### config.mk
export PLATFORM = sky130hd
export DESIGN_NAME = fetch_unit
export DESIGN_NICKNAME = d
export VERILOG_FILES = /design/src/rtl/fetch_unit_pkg.sv /design/src/rtl/fetch_unit_pipe_reg.sv /design/src/rtl/fetch_unit.sv
export SDC_FILE = /design/constraint.sdc
export NUM_CORES = 1
export LEC_CHECK = 0
export ABC_AREA = 1
export BUFFER_PORTS_ARGS = -buffer_cell sky130_fd_sc_hd__buf_2
export CAP_MARGIN = 20
export CORE_MARGIN = 2
export CORE_UTILIZATION = 42
export DETAILED_ROUTE_END_ITERATION = 7
export HOLD_SLACK_MARGIN = 0.05
export PLACE_DENSITY = 0.68
export SYNTH_ARGS = -nofsm -noshare
export SYNTH_HDL_FRONTEND = slang
export SYNTH_SLANG_ARGS = --single-unit
### constraint.sdc
create_clock -name clock -period 1.95 [get_ports clock]
set_input_delay 0.2925 -clock clock [delete_from_list [all_inputs] [get_ports clock]]
set_output_delay 0.2925 -clock clock [all_outputs]
set_load 0.02 [all_outputs]
### src/rtl/fetch_unit_pkg.sv
`default_nettype none
// ============================================================================
// Module   : fetch_unit_pkg
// Purpose  : Shared definitions for the instruction-fetch stage: the NOP
//            encoding held in the output register after reset, the fetch FSM
//            state encoding and the default reset PC.
// Ports    : none (package)
// Revision : 1.0 - initial release
// ============================================================================
package fetch_unit_pkg;

    // RISC-V "addi x0, x0, 0", the canonical NOP
    localparam logic [31:0] c_NOP              = 32'h0000_0013;
    localparam logic [31:0] c_DEFAULT_RESET_PC = 32'h0000_0000;

    typedef enum logic [1:0] {
        S_BOOT = 2'd0,
        S_RUN  = 2'd1,
        S_HALT = 2'd2
    } fetch_state_e;

endpackage : fetch_unit_pkg
`default_nettype wire

### src/rtl/fetch_unit_pipe_reg.sv
`default_nettype none
// ============================================================================
// Module   : fetch_pipe_reg
// Purpose  : Valid/ready output register between fetch and decode. Holds
//            {instr, pc, valid}. Priority: flush > capture > drain > hold.
// Ports    : clk, rst        - clock, synchronous active-high reset
//            i_flush         - drop any pending instruction
//            i_capture       - load i_instr/i_pc and mark valid
//            i_instr, i_pc   - instruction and its byte address
//            i_ready         - downstream accepts the output this cycle
//            o_valid, o_instr, o_pc - registered output to decode
// Revision : 1.0 - initial release
// ============================================================================
module fetch_pipe_reg
    import fetch_unit_pkg::*;
#(
    parameter int DATA_WIDTH = 32
) (
    input  logic                  clk,
    input  logic                  rst,
    input  logic                  i_flush,
    input  logic                  i_capture,
    input  logic [DATA_WIDTH-1:0] i_instr,
    input  logic [31:0]           i_pc,
    input  logic                  i_ready,
    output logic                  o_valid,
    output logic [DATA_WIDTH-1:0] o_instr,
    output logic [31:0]           o_pc
);

    logic                  r_valid;
    logic [DATA_WIDTH-1:0] r_instr;
    logic [31:0]           r_pc;

    always_ff @(posedge clk) begin
        if (rst) begin
            r_valid <= 1'b0;
            r_instr <= DATA_WIDTH'(c_NOP);
            r_pc    <= 32'h0;
        end else if (i_flush) begin
            r_valid <= 1'b0;
        end else if (i_capture) begin
            r_valid <= 1'b1;
            r_instr <= i_instr;
            r_pc    <= i_pc;
        end else if (i_ready) begin
            // Accepted with nothing new behind it: the slot empties
            r_valid <= 1'b0;
        end
    end

    assign o_valid = r_valid;
    assign o_instr = r_instr;
    assign o_pc    = r_pc;

endmodule : fetch_pipe_reg
`default_nettype wire

### src/rtl/fetch_unit.sv
`default_nettype none
// ============================================================================
// Module   : fetch_unit
// Purpose  : Instruction-fetch stage. Owns the PC, drives the instruction
//            memory word address (zero-wait, combinational read data) and
//            captures each instruction with its PC into a valid/ready
//            register toward decode. Handles redirect, halt and back-pressure.
// Ports    : clock, reset        - clock, synchronous active-high reset
//            redirect_valid/_pc  - load a new PC (highest priority)
//            halt_req            - stop issuing fetches
//            imem_addr/imem_rdata- instruction memory interface
//            out_valid/out_ready/out_instr/out_pc - output to decode
//            halted              - FSM is in S_HALT
//            misalign_fault      - sticky misaligned-redirect flag
//                                  (only with FETCH_MISALIGN_TRAP_EN)
// Config   : `define FETCH_MISALIGN_TRAP_EN to trap misaligned redirects
//            instead of silently clearing redirect_pc[1:0].
// Revision : 1.0 - initial release
// ============================================================================
module fetch_unit
    import fetch_unit_pkg::*;
#(
    parameter int          DATA_WIDTH = 32,
    parameter int          ADDR_WIDTH = 6,
    parameter logic [31:0] RESET_PC   = c_DEFAULT_RESET_PC
) (
    input  logic                  clock,
    input  logic                  reset,
    input  logic                  redirect_valid,
    input  logic [31:0]           redirect_pc,
    input  logic                  halt_req,
    output logic [ADDR_WIDTH-1:0] imem_addr,
    input  logic [DATA_WIDTH-1:0] imem_rdata,
    output logic                  out_valid,
    input  logic                  out_ready,
    output logic [DATA_WIDTH-1:0] out_instr,
    output logic [31:0]           out_pc,
    output logic                  halted
`ifdef FETCH_MISALIGN_TRAP_EN
    ,
    output logic                  misalign_fault
`endif
);

    fetch_state_e r_state;
    fetch_state_e w_stateNext;
    logic [31:0]  r_pc;
    logic [31:0]  w_pcNext;
    logic         w_load;
    logic         w_capture;
    logic         w_flush;
    logic         w_redirMisaligned;

`ifdef FETCH_MISALIGN_TRAP_EN
    logic         r_fault;
    assign w_redirMisaligned = (redirect_pc[1:0] != 2'b00);
`else
    // Low bits are dropped on load; nothing else looks at them
    logic         w_unusedLowBits;
    assign w_unusedLowBits   = &{1'b0, redirect_pc[1:0]};
    assign w_redirMisaligned = 1'b0;
`endif

    assign w_load = !out_valid || out_ready;

    always_comb begin
        w_stateNext = r_state;
        w_pcNext    = r_pc;
        w_capture   = 1'b0;
        w_flush     = 1'b0;
        if (redirect_valid) begin
            w_flush = 1'b1;
            if (w_redirMisaligned) begin
                // PC is left untouched so the faulting context is preserved
                w_stateNext = S_HALT;
            end else begin
                w_pcNext    = {redirect_pc[31:2], 2'b00};
                w_stateNext = S_RUN;
            end
        end else begin
            unique case (r_state)
                S_BOOT: w_stateNext = S_RUN;
                S_RUN: begin
                    if (halt_req) begin
                        w_stateNext = S_HALT;
                    end else if (w_load) begin
                        w_capture = 1'b1;
                        w_pcNext  = r_pc + 32'd4;
                    end
                end
                S_HALT: w_stateNext = S_HALT;
                default: w_stateNext = S_BOOT;
            endcase
        end
    end

    always_ff @(posedge clock) begin
        if (reset) begin
            r_state <= S_BOOT;
            r_pc    <= RESET_PC;
        end else begin
            r_state <= w_stateNext;
            r_pc    <= w_pcNext;
        end
    end

`ifdef FETCH_MISALIGN_TRAP_EN
    always_ff @(posedge clock) begin
        if (reset) begin
            r_fault <= 1'b0;
        end else if (redirect_valid && w_redirMisaligned) begin
            r_fault <= 1'b1;
        end
    end
    assign misalign_fault = r_fault;
`endif

    // Word address wraps naturally by truncation
    assign imem_addr = r_pc[ADDR_WIDTH+1:2];
    assign halted    = (r_state == S_HALT);

    fetch_pipe_reg #(
        .DATA_WIDTH (DATA_WIDTH)
    ) u_pipe_reg (
        .clk       (clock),
        .rst       (reset),
        .i_flush   (w_flush),
        .i_capture (w_capture),
        .i_instr   (imem_rdata),
        .i_pc      (r_pc),
        .i_ready   (out_ready),
        .o_valid   (out_valid),
        .o_instr   (out_instr),
        .o_pc      (out_pc)
    );

endmodule : fetch_unit
`default_nettype wire

# After elaboration in Yosys (flattened, before gate mapping)
# Index checks and enable logic that the tools add are counted.
# Widths: inputs -> output; s select.
[word_totals] output_inout_bits=72 input_bits=69 n_memories=0 mem_bits_ro=0 regBits=99 latch_bits=0 mem_bits_rw=0
[op_classes] eq_ne=5 add_sub_neg=1 n_reduce_logical=11 n_mul=0 order_cmp=0 n_mux=14 shifts=0 bitwise_logic=2 div=0
[ops] cell="$mux 32" count=4
[ops] cell="$add 32x3->32 const B" count=1
[ops] cell="$mux 1" count=8
[ops] cell="$pmux 2 s3" count=1
[ops] cell="$reduce_and 3->1" count=2
[ops] cell="$reduce_bool 2->1" count=3
[ops] cell="$ne 2x2->1 const B" count=2
[ops] cell="$reduce_or 2->1" count=2
[ops] cell="$ne 3x3->1 const B" count=1
[ops] cell="$eq 2x1->1 const B" count=1
[ops] cell="$eq 2x2->1 const B" count=1
[ops] cell="$logic_not 2->1" count=1
[ops] cell="$mux 2" count=1
[ops] cell="$not 1->1" count=2
[ops] cell="$reduce_and 2->1" count=1
[ops] cell="$logic_not 1->1" count=1
[ops] cell="$logic_or 1x1->1" count=1

# Longest topological paths before layout
# Gate-level depths: netlist (run 1).
[depth] word_depth=7 depth_mapped=13 depth_no_buf=12

# Hierarchy
# A second synthesis (run 1) with hierarchy kept.
[hier_totals] cells_unflattened=783 hier_area_um2=5176.2
[by_module_without_submodules] mod="fetch_pipe_reg" instances=1 cells_per_inst=415 area_each_um2=2767.7
[by_module_without_submodules] mod="fetch_unit" instances=1 cells_per_inst=368 area_each_um2=2408.6

# Worst setup path before layout (run 1)
# OpenSTA, ideal clock, no wires.
[synth_timing] path_type="reg2reg" startpoint="register r_state[1]" endpoint="register r_pc[19]" n_path_buf=1 arrival_time_ns=1.340 path_stages_with_launch=14 path_slack_ns=0.500 required_time_ns=1.840 setup_ns=0.110 path_cell_list="dfxtp_1 > inv_1 > ha_1 > inv_1 > nor2_4 > nand2_4 > inv_6 > nand2_4 > inv_4 > buf_6 > nand3_1 > nand4_1 > nand2_1 > inv_1"
[synth_between] elab_chain_cells=3
[synth_lines] item="start: declaration" line="fetch_unit.sv:45" text="fetch_state_e r_state;"
[synth_lines] item="start signal: assignment" line="fetch_unit.sv:102" text="r_state <= w_stateNext;"
[synth_lines] item="$eq 2x1->1" line="fetch_unit.sv:81" text="unique case (r_state)"
[synth_lines] item="$reduce_bool 2->1 (no source line)"
[synth_lines] item="$reduce_and 3->1 (no source line)"
[synth_lines] item="end signal: assignment" line="fetch_unit.sv:103" text="r_pc <= w_pcNext;"
[synth_lines] item="end: declaration" line="fetch_unit.sv:47" text="logic [31:0] r_pc;"
# Every way passes these cells.
# A chain may end at the register's enable or synchronous reset.

# Final worst setup path (run 1)
[layout_timing] startpoint="register r_state[1]" endpoint="register u_pipe_reg.r_pc[26], in the netlist u_pipe_reg.o_pc[26]"
[layout_between] elab_chain_cells=4
[layout_lines] item="$eq 2x1->1" line="fetch_unit.sv:81"
[layout_lines] item="$mux 1" line="fetch_unit.sv:81"
[layout_lines] item="$mux 1" line="fetch_unit.sv:71" text="if (redirect_valid) begin"
[layout_lines] item="$reduce_and 2->1 (no source line)"
[layout_lines] item="end signal: assignment" line="fetch_unit_pipe_reg.sv:45" text="r_pc <= i_pc;"
[layout_lines] item="end: declaration" line="fetch_unit_pipe_reg.sv:33" text="logic [31:0] r_pc;"
# Every way passes these cells.

==> results of run 1 <==
## state kept, by name (all words and copies together), names as in the netlist
register / flops
u_pipe_reg.o_pc: 30
r_pc: 30
u_pipe_reg.o_valid: 1
u_pipe_reg.o_instr: 32
r_state: 2
## where the power goes
part | internal, W | switching, W
combinational | 0.000197 | 0.000345
sequential | 0.00203 | 0.0000803
clock | 0.000804 | 0.000723
total | 0.00303 | 0.00115
## metal layers
metal	wire, um	up-vias	GRT usage
met1	5360	2047	0.279
met4	250	0	0.0807
met2	5780	144	0.360
met3	738	19	0.0438
met5	0	-	0
li1	-	2294	-
## how the worst min path moves through the flow
stage | startpoint | endpoint | slack, ns
2_1_floorplan | imem_rdata[0] | u_pipe_reg.o_instr[0] | 0.41
3_3_place_gp | u_pipe_reg.o_pc[23] | u_pipe_reg.o_pc[23] | 0.45
3_5_place_dp | u_pipe_reg.o_pc[19] | u_pipe_reg.o_pc[19] | 0.45
4_1_cts | imem_rdata[0] | u_pipe_reg.o_instr[0] | 0.10
5_1_grt | imem_rdata[4] | u_pipe_reg.o_instr[4] | 0.13
6_report | imem_rdata[0] | u_pipe_reg.o_instr[0] | 0.11
## logic make-up (layout without fill, tap and decap cells)
logic type                 count (synthesis)  count (layout)  share of synthesized area
buffers and inverters                     78             200                     0.0863
xor gates and xnor gates                   4               4                    0.00784
DFF                                       95              95                      0.426
other                                      1               2                   0.000839
and+or+nand+nor                          344             344                      0.324
AOI/OAI and AO/OA                        117             117                      0.144
adders and majority gates                  4               4                     0.0112
## repair_timing
action	CTS	global route
endpoints found under the hold margin	0	0
resized for setup	0	1
endpoints found under the setup margin	0	43
## critical path, cell delays in order (launching register included)
cell and delay [ns]:
dfxtp_1 0.32, inv_1 0.09, ha_1 0.14, inv_1 0.06
nor2_4 0.14, nand2_4 0.14, inv_6 0.13, nand2_4 0.12
inv_6 0.18, buf_12 0.19, o21ai_0 0.11, a21oi_1 0.13
## layout by cell type, fill, tap and decap left out, types with 5 or more instances in the layout
master,count
o211ai_1,5
o21ai_0,22
a31oi_1,10
clkbuf_8,11
inv_1,34
nor2_2,9
dfxtp_1,95
a21oi_2,5
a21oi_1,69
nand2_1,215
nor2_1,63
nand4_1,5
nand3_1,35
buf_4,7
buf_2,136
## synth_stat cells (all sizes together)
library cell | n | share of area
a211oi | 3 | 0.0050
a21oi | 74 | 0.087
a22oi | 1 | 0.0017
a31oi | 10 | 0.014
and2 | 1 | 0.0014
buf | 25 | 0.039
clkbuf | 14 | 0.012
conb | 1 | 0.00084
dfxtp | 95 | 0.43
ha | 4 | 0.011
inv | 39 | 0.035
nand2 | 222 | 0.19
nand3 | 35 | 0.039
nand4 | 5 | 0.0070
nor2 | 76 | 0.076
nor3 | 4 | 0.0045
o211ai | 5 | 0.0084
o21a | 1 | 0.0017
o21ai | 22 | 0.025
o21bai | 1 | 0.0017
or2 | 1 | 0.0014
xor2 | 4 | 0.0078
## layout make-up
cell class | count | area share
multi-input cells | 471 | 0.403
inverters | 39 | 0.0293
flip-flops and latches | 95 | 0.350
clock inverters | 5 | 0.0159
clock buffers | 11 | 0.0279
well taps | 136 | 0.0314
repair buffers | 145 | 0.142
## through the flow
stage          setup TNS [ns]  instances
2_1_floorplan               0        644
3_3_place_gp                0        886
3_5_place_dp                0        886
4_1_cts                     0        902
5_1_grt                -0.138        902
6_report                    0        902
==> run_results.csv, run 1 <==
group,metric,value,unit
place,dp_slack,0.0836,ns
detailed_routing,viasPerCell,4.99,
synth,yosysUniqueCellTypes,33,
detailed_routing,dr.first_iter.drc_count,281,
cells_and_area,area_growth,21.5,%
critical_path,reg2reg_setup_slack,0.11,ns
critical_path,arrival,2.15,ns
place,place_congestion,0.899,
critical_path,setup.worst_path.end,"u_pipe_reg.o_pc[26]",
power_and_ir_drop,power,0.00418,W
cells_and_area,utilization,0.526,
detailed_routing,drt-wirelength-per-cell,13.4,um
critical_path,reg2reg_to,"u_pipe_reg.o_pc[26]",
floorplanning,core,0.0103,sq mm
cells_and_area,final_nets,834,
cells_and_area,regArea,0.00190,sq mm
hold_path,min_path_cells,3,
synth,ys_seq_area_frac,0.426,
floorplanning,num_rows,37,
power_and_ir_drop,p_per_area,770,mW/mm^2
timing,fmax,543,MHz
synth,yosys_warnings,0,
cts,root_buffer,"clkbuf_8",
cts,cts_buffer_depth,2,
grt,grt_pass1_wl,19900,um
detailed_routing,ant_nets,0,
floorplanning,initial_core_util,0.433,
detailed_routing,dr.pass1.iters,5,
cts,htreeDepth,3,
critical_path,cp-end-kind,"flip-flop",
power_and_ir_drop,p_leak,2.31,nW
critical_path,worst-endpoint-required,2.26,ns
critical_path,cp-start-kind,"flip-flop",
cells_and_area,postLayoutCellArea,0.00543,sq mm
cts,insertion_delay,0.37,ns
floorplanning,ios,141,
place,port_buffers,136,
status,status,"complete, no violations",
grt,grt_max_degree,65,
timing,min_period,1.84,ns
cts,hold_buffers,0,
hold_path,min_path_type,"input pin to flip-flop",
place,dp_hpwl,8660,um
critical_path,rr_worst_depth,11,
cells_and_area,drive_gt1_frac,0.251,
power_and_ir_drop,ir_drop,0.458,mV
floorplanning,die_x,107,um
critical_path,reg2reg_from,"r_state[1]",
job,cap_violations,0,
synth,synth.ff_latch_count,95,
floorplanning,die_h,107,um
timing,rsz0062_at_grt,"yes",
grt,track_usage,0.217,
timing,fin_ws,0.108,ns
grt,grt_overflow,0,
cells_and_area,fill_cells,1056,
cts,cts_num_sinks,95,
cts,numCtsBuffers,9,
cts,post-cts-setup-buffers,0,
cts,clkTransAtPathRegs,0.09,ns
timing,timing.final.crit_share,0.944,
grt,antenna_found_initial,0,
timing,slew_headroom,0.506,
timing,finalSetupViolCount,0,
synth,syn_area,0.00447,sq mm
detailed_routing,num_vias,4504,
timing,holdWs,0.114,ns
cells_and_area,multiInputGateArea,0.00218,sq mm
critical_path,critPathLaunch,"r_state[1]",
grt,first_global_vias,4241,
timing,worst_slew_pin_slew,0.741,ns
cells_and_area,antenna_cells,0,
synth,syn_avg_cell_area,6.95,sq um
cts,cts_tree,"yes",
timing,slew_viol_final,0,
critical_path,path_class,"flip-flop to flip-flop",
critical_path,path_max_fanout,31,
detailed_routing,routed_wl,12100,um
timing,skew,0.0106,ns
detailed_routing,drc,0,
synth,synthCells,643,
floorplanning,fp.dieArea,0.0115,sq mm
place,place_area,0.00519,sq mm
timing,final_hold_viol_count,0,
No activity file was read; power rests on OpenSTA's default activity.
==> run 2, diff against run 1 <==
--- a/config.mk
+++ b/config.mk
@@ -8,11 +8,12 @@
 export ABC_AREA = 1
 export BUFFER_PORTS_ARGS = -buffer_cell sky130_fd_sc_hd__buf_2
 export CAP_MARGIN = 20
-export CORE_MARGIN = 2
+export CORE_MARGIN = 1
 export CORE_UTILIZATION = 42
 export DETAILED_ROUTE_END_ITERATION = 7
 export HOLD_SLACK_MARGIN = 0.05
 export PLACE_DENSITY = 0.68
+export RECOVER_POWER = 100
 export SYNTH_ARGS = -nofsm -noshare
 export SYNTH_HDL_FRONTEND = slang
 export SYNTH_SLANG_ARGS = --single-unit
==> run_results.csv, run 2 (same netlist as run 1, synthesis figures left out) <==
group,metric,value,unit
status,status,"complete, no violations",
cells_and_area,final_common_cell,"nand2_1",
timing,finalSetupViolCount,0,
floorplanning,die_h,105,um
timing,slew_viol_final,0,
grt,track_usage,0.230,
grt,grt_max_degree,65,
power_and_ir_drop,p_per_area,771,mW/mm^2
timing,slew_headroom,0.517,
cells_and_area,final_cell_mix,"215 x nand2_1, 95 x dfxtp_1, 72 x clkbuf_1",
critical_path,cp-end-kind,"flip-flop",
grt,grt_pass1_wl,20200,um
critical_path,worst-endpoint-required,2.20,ns
floorplanning,fp.dieArea,0.0111,sq mm
cts,root_buffer,"clkbuf_8",
detailed_routing,viasPerCell,4.98,
floorplanning,die_x,105,um
cells_and_area,postLayoutCellArea,0.00535,sq mm
detailed_routing,ant_nets,0,
cells_and_area,drive_gt1_frac,0.158,
cts,numCtsBuffers,9,
power_and_ir_drop,ir_drop,0.427,mV
cts,cts_tree,"yes",
cts,cts_num_sinks,95,
grt,antenna_found_initial,0,
timing,timing.final.crit_share,0.905,
cts,htreeDepth,3,
critical_path,arrival,2.01,ns
floorplanning,ios,141,
timing,worst_slew_pin_slew,0.725,ns
critical_path,cp-start-kind,"flip-flop",
floorplanning,initial_core_util,0.433,
cells_and_area,final_nets,840,
place,dp_hpwl,8680,um
timing,rsz0062_at_grt,"no",
floorplanning,num_rows,37,
hold_path,min_path_type,"input pin to flip-flop",
place,port_buffers,136,
critical_path,path_class,"flip-flop to flip-flop",
detailed_routing,dr.pass1.iters,5,
cells_and_area,area_growth,19.6,%
grt,grt_overflow,0,
cts,cts_buffer_depth,2,
cells_and_area,antenna_cells,0,
timing,fmax,566,MHz
detailed_routing,drc,0,
timing,final_hold_viol_count,0,
cts,clkTransAtPathRegs,0.09,ns
power_and_ir_drop,power,0.00412,W
power_and_ir_drop,p_leak,2.02,nW
place,place_congestion,0.882,
floorplanning,core,0.0103,sq mm
detailed_routing,drt-wirelength-per-cell,13.4,um
detailed_routing,num_vias,4524,
detailed_routing,dr.first_iter.drc_count,317,
timing,min_period,1.77,ns
timing,skew,0.00698,ns
cells_and_area,largest_reg_flops,32,
grt,first_global_vias,4178,
detailed_routing,routed_wl,12200,um
job,cap_violations,0,
place,place_area,0.00519,sq mm
timing,holdWs,0.0994,ns
cts,insertion_delay,0.38,ns
cts,hold_buffers,0,
critical_path,path_max_fanout,6,
timing,finalSetupTns,0,ns
==> run 2: final cells by class <==
class	instances	area, sq um
fill	1113	4980
inverter	39	161
tap	136	170
clock inverter	6	93.8
multi-input combinational	471	2160
clock buffer	10	128
sequential	95	1900
timing repair buffer	151	726
==> run 2: final timing paths <==
path                        from               endpoint  slack, ns  cells after the start
max reg2reg              r_pc[3]               r_pc[24]       0.18                     10
min reg2reg  u_pipe_reg.o_pc[20]    u_pipe_reg.o_pc[20]       0.47                      2
min                imem_rdata[0]  u_pipe_reg.o_instr[0]        0.1                      3
max                      r_pc[3]               r_pc[24]       0.18                     10
==> run 2: per-layer routing <==
| layer | share of wire | track usage | vias to the layer above |
|---|---|---|---|
| met5 | 0 | 0 | - |
| met4 | 0.019 | 0.0915 | 0 |
| met3 | 0.052 | 0.0331 | 15 |
| met2 | 0.46 | 0.369 | 145 |
| met1 | 0.47 | 0.311 | 2060 |
| li1 | - | - | 2304 |
==> run 2: per-stage QoR <==
step | std cells | utilization | setup WS [ns]
6_report | 908 | 0.518 | 0.184
5_1_grt | 908 | 0.518 | 0.0516
4_1_cts | 904 | 0.524 | 0.0690
3_5_place_dp | 888 | 0.503 | 0.0884
3_3_place_gp | 888 | 0.503 | 0.171
2_1_floorplan | 644 | - | 0.500
==> run 2: power by group <==
group / internal (W) / leakage (nW) / total (W) / switching [W]
Combinational: 0.000190 / 1.14 / 0.000540 / 0.000350
Sequential: 0.00203 / 0.775 / 0.00211 / 0.0000814
Clock: 0.000732 / 0.107 / 0.00147 / 0.000738
==> run 2: worst max-delay path: stages, from the launching register on <==
cell and delay [ns]:
dfxtp_1 0.44, ha_1 0.23, nand2_2 0.09, nor2_4 0.15
nand2_2 0.07, nor2_1 0.31, nand2_1 0.09, nand2_1 0.07
nand3_1 0.06, nand2_1 0.06, a21oi_1 0.05
==> run 2: repair_timing <==
action | in CTS | in global routing
gates resized for setup | 0 | 5
setup endpoints to repair | 0 | 43
setup buffers | 0 | 4
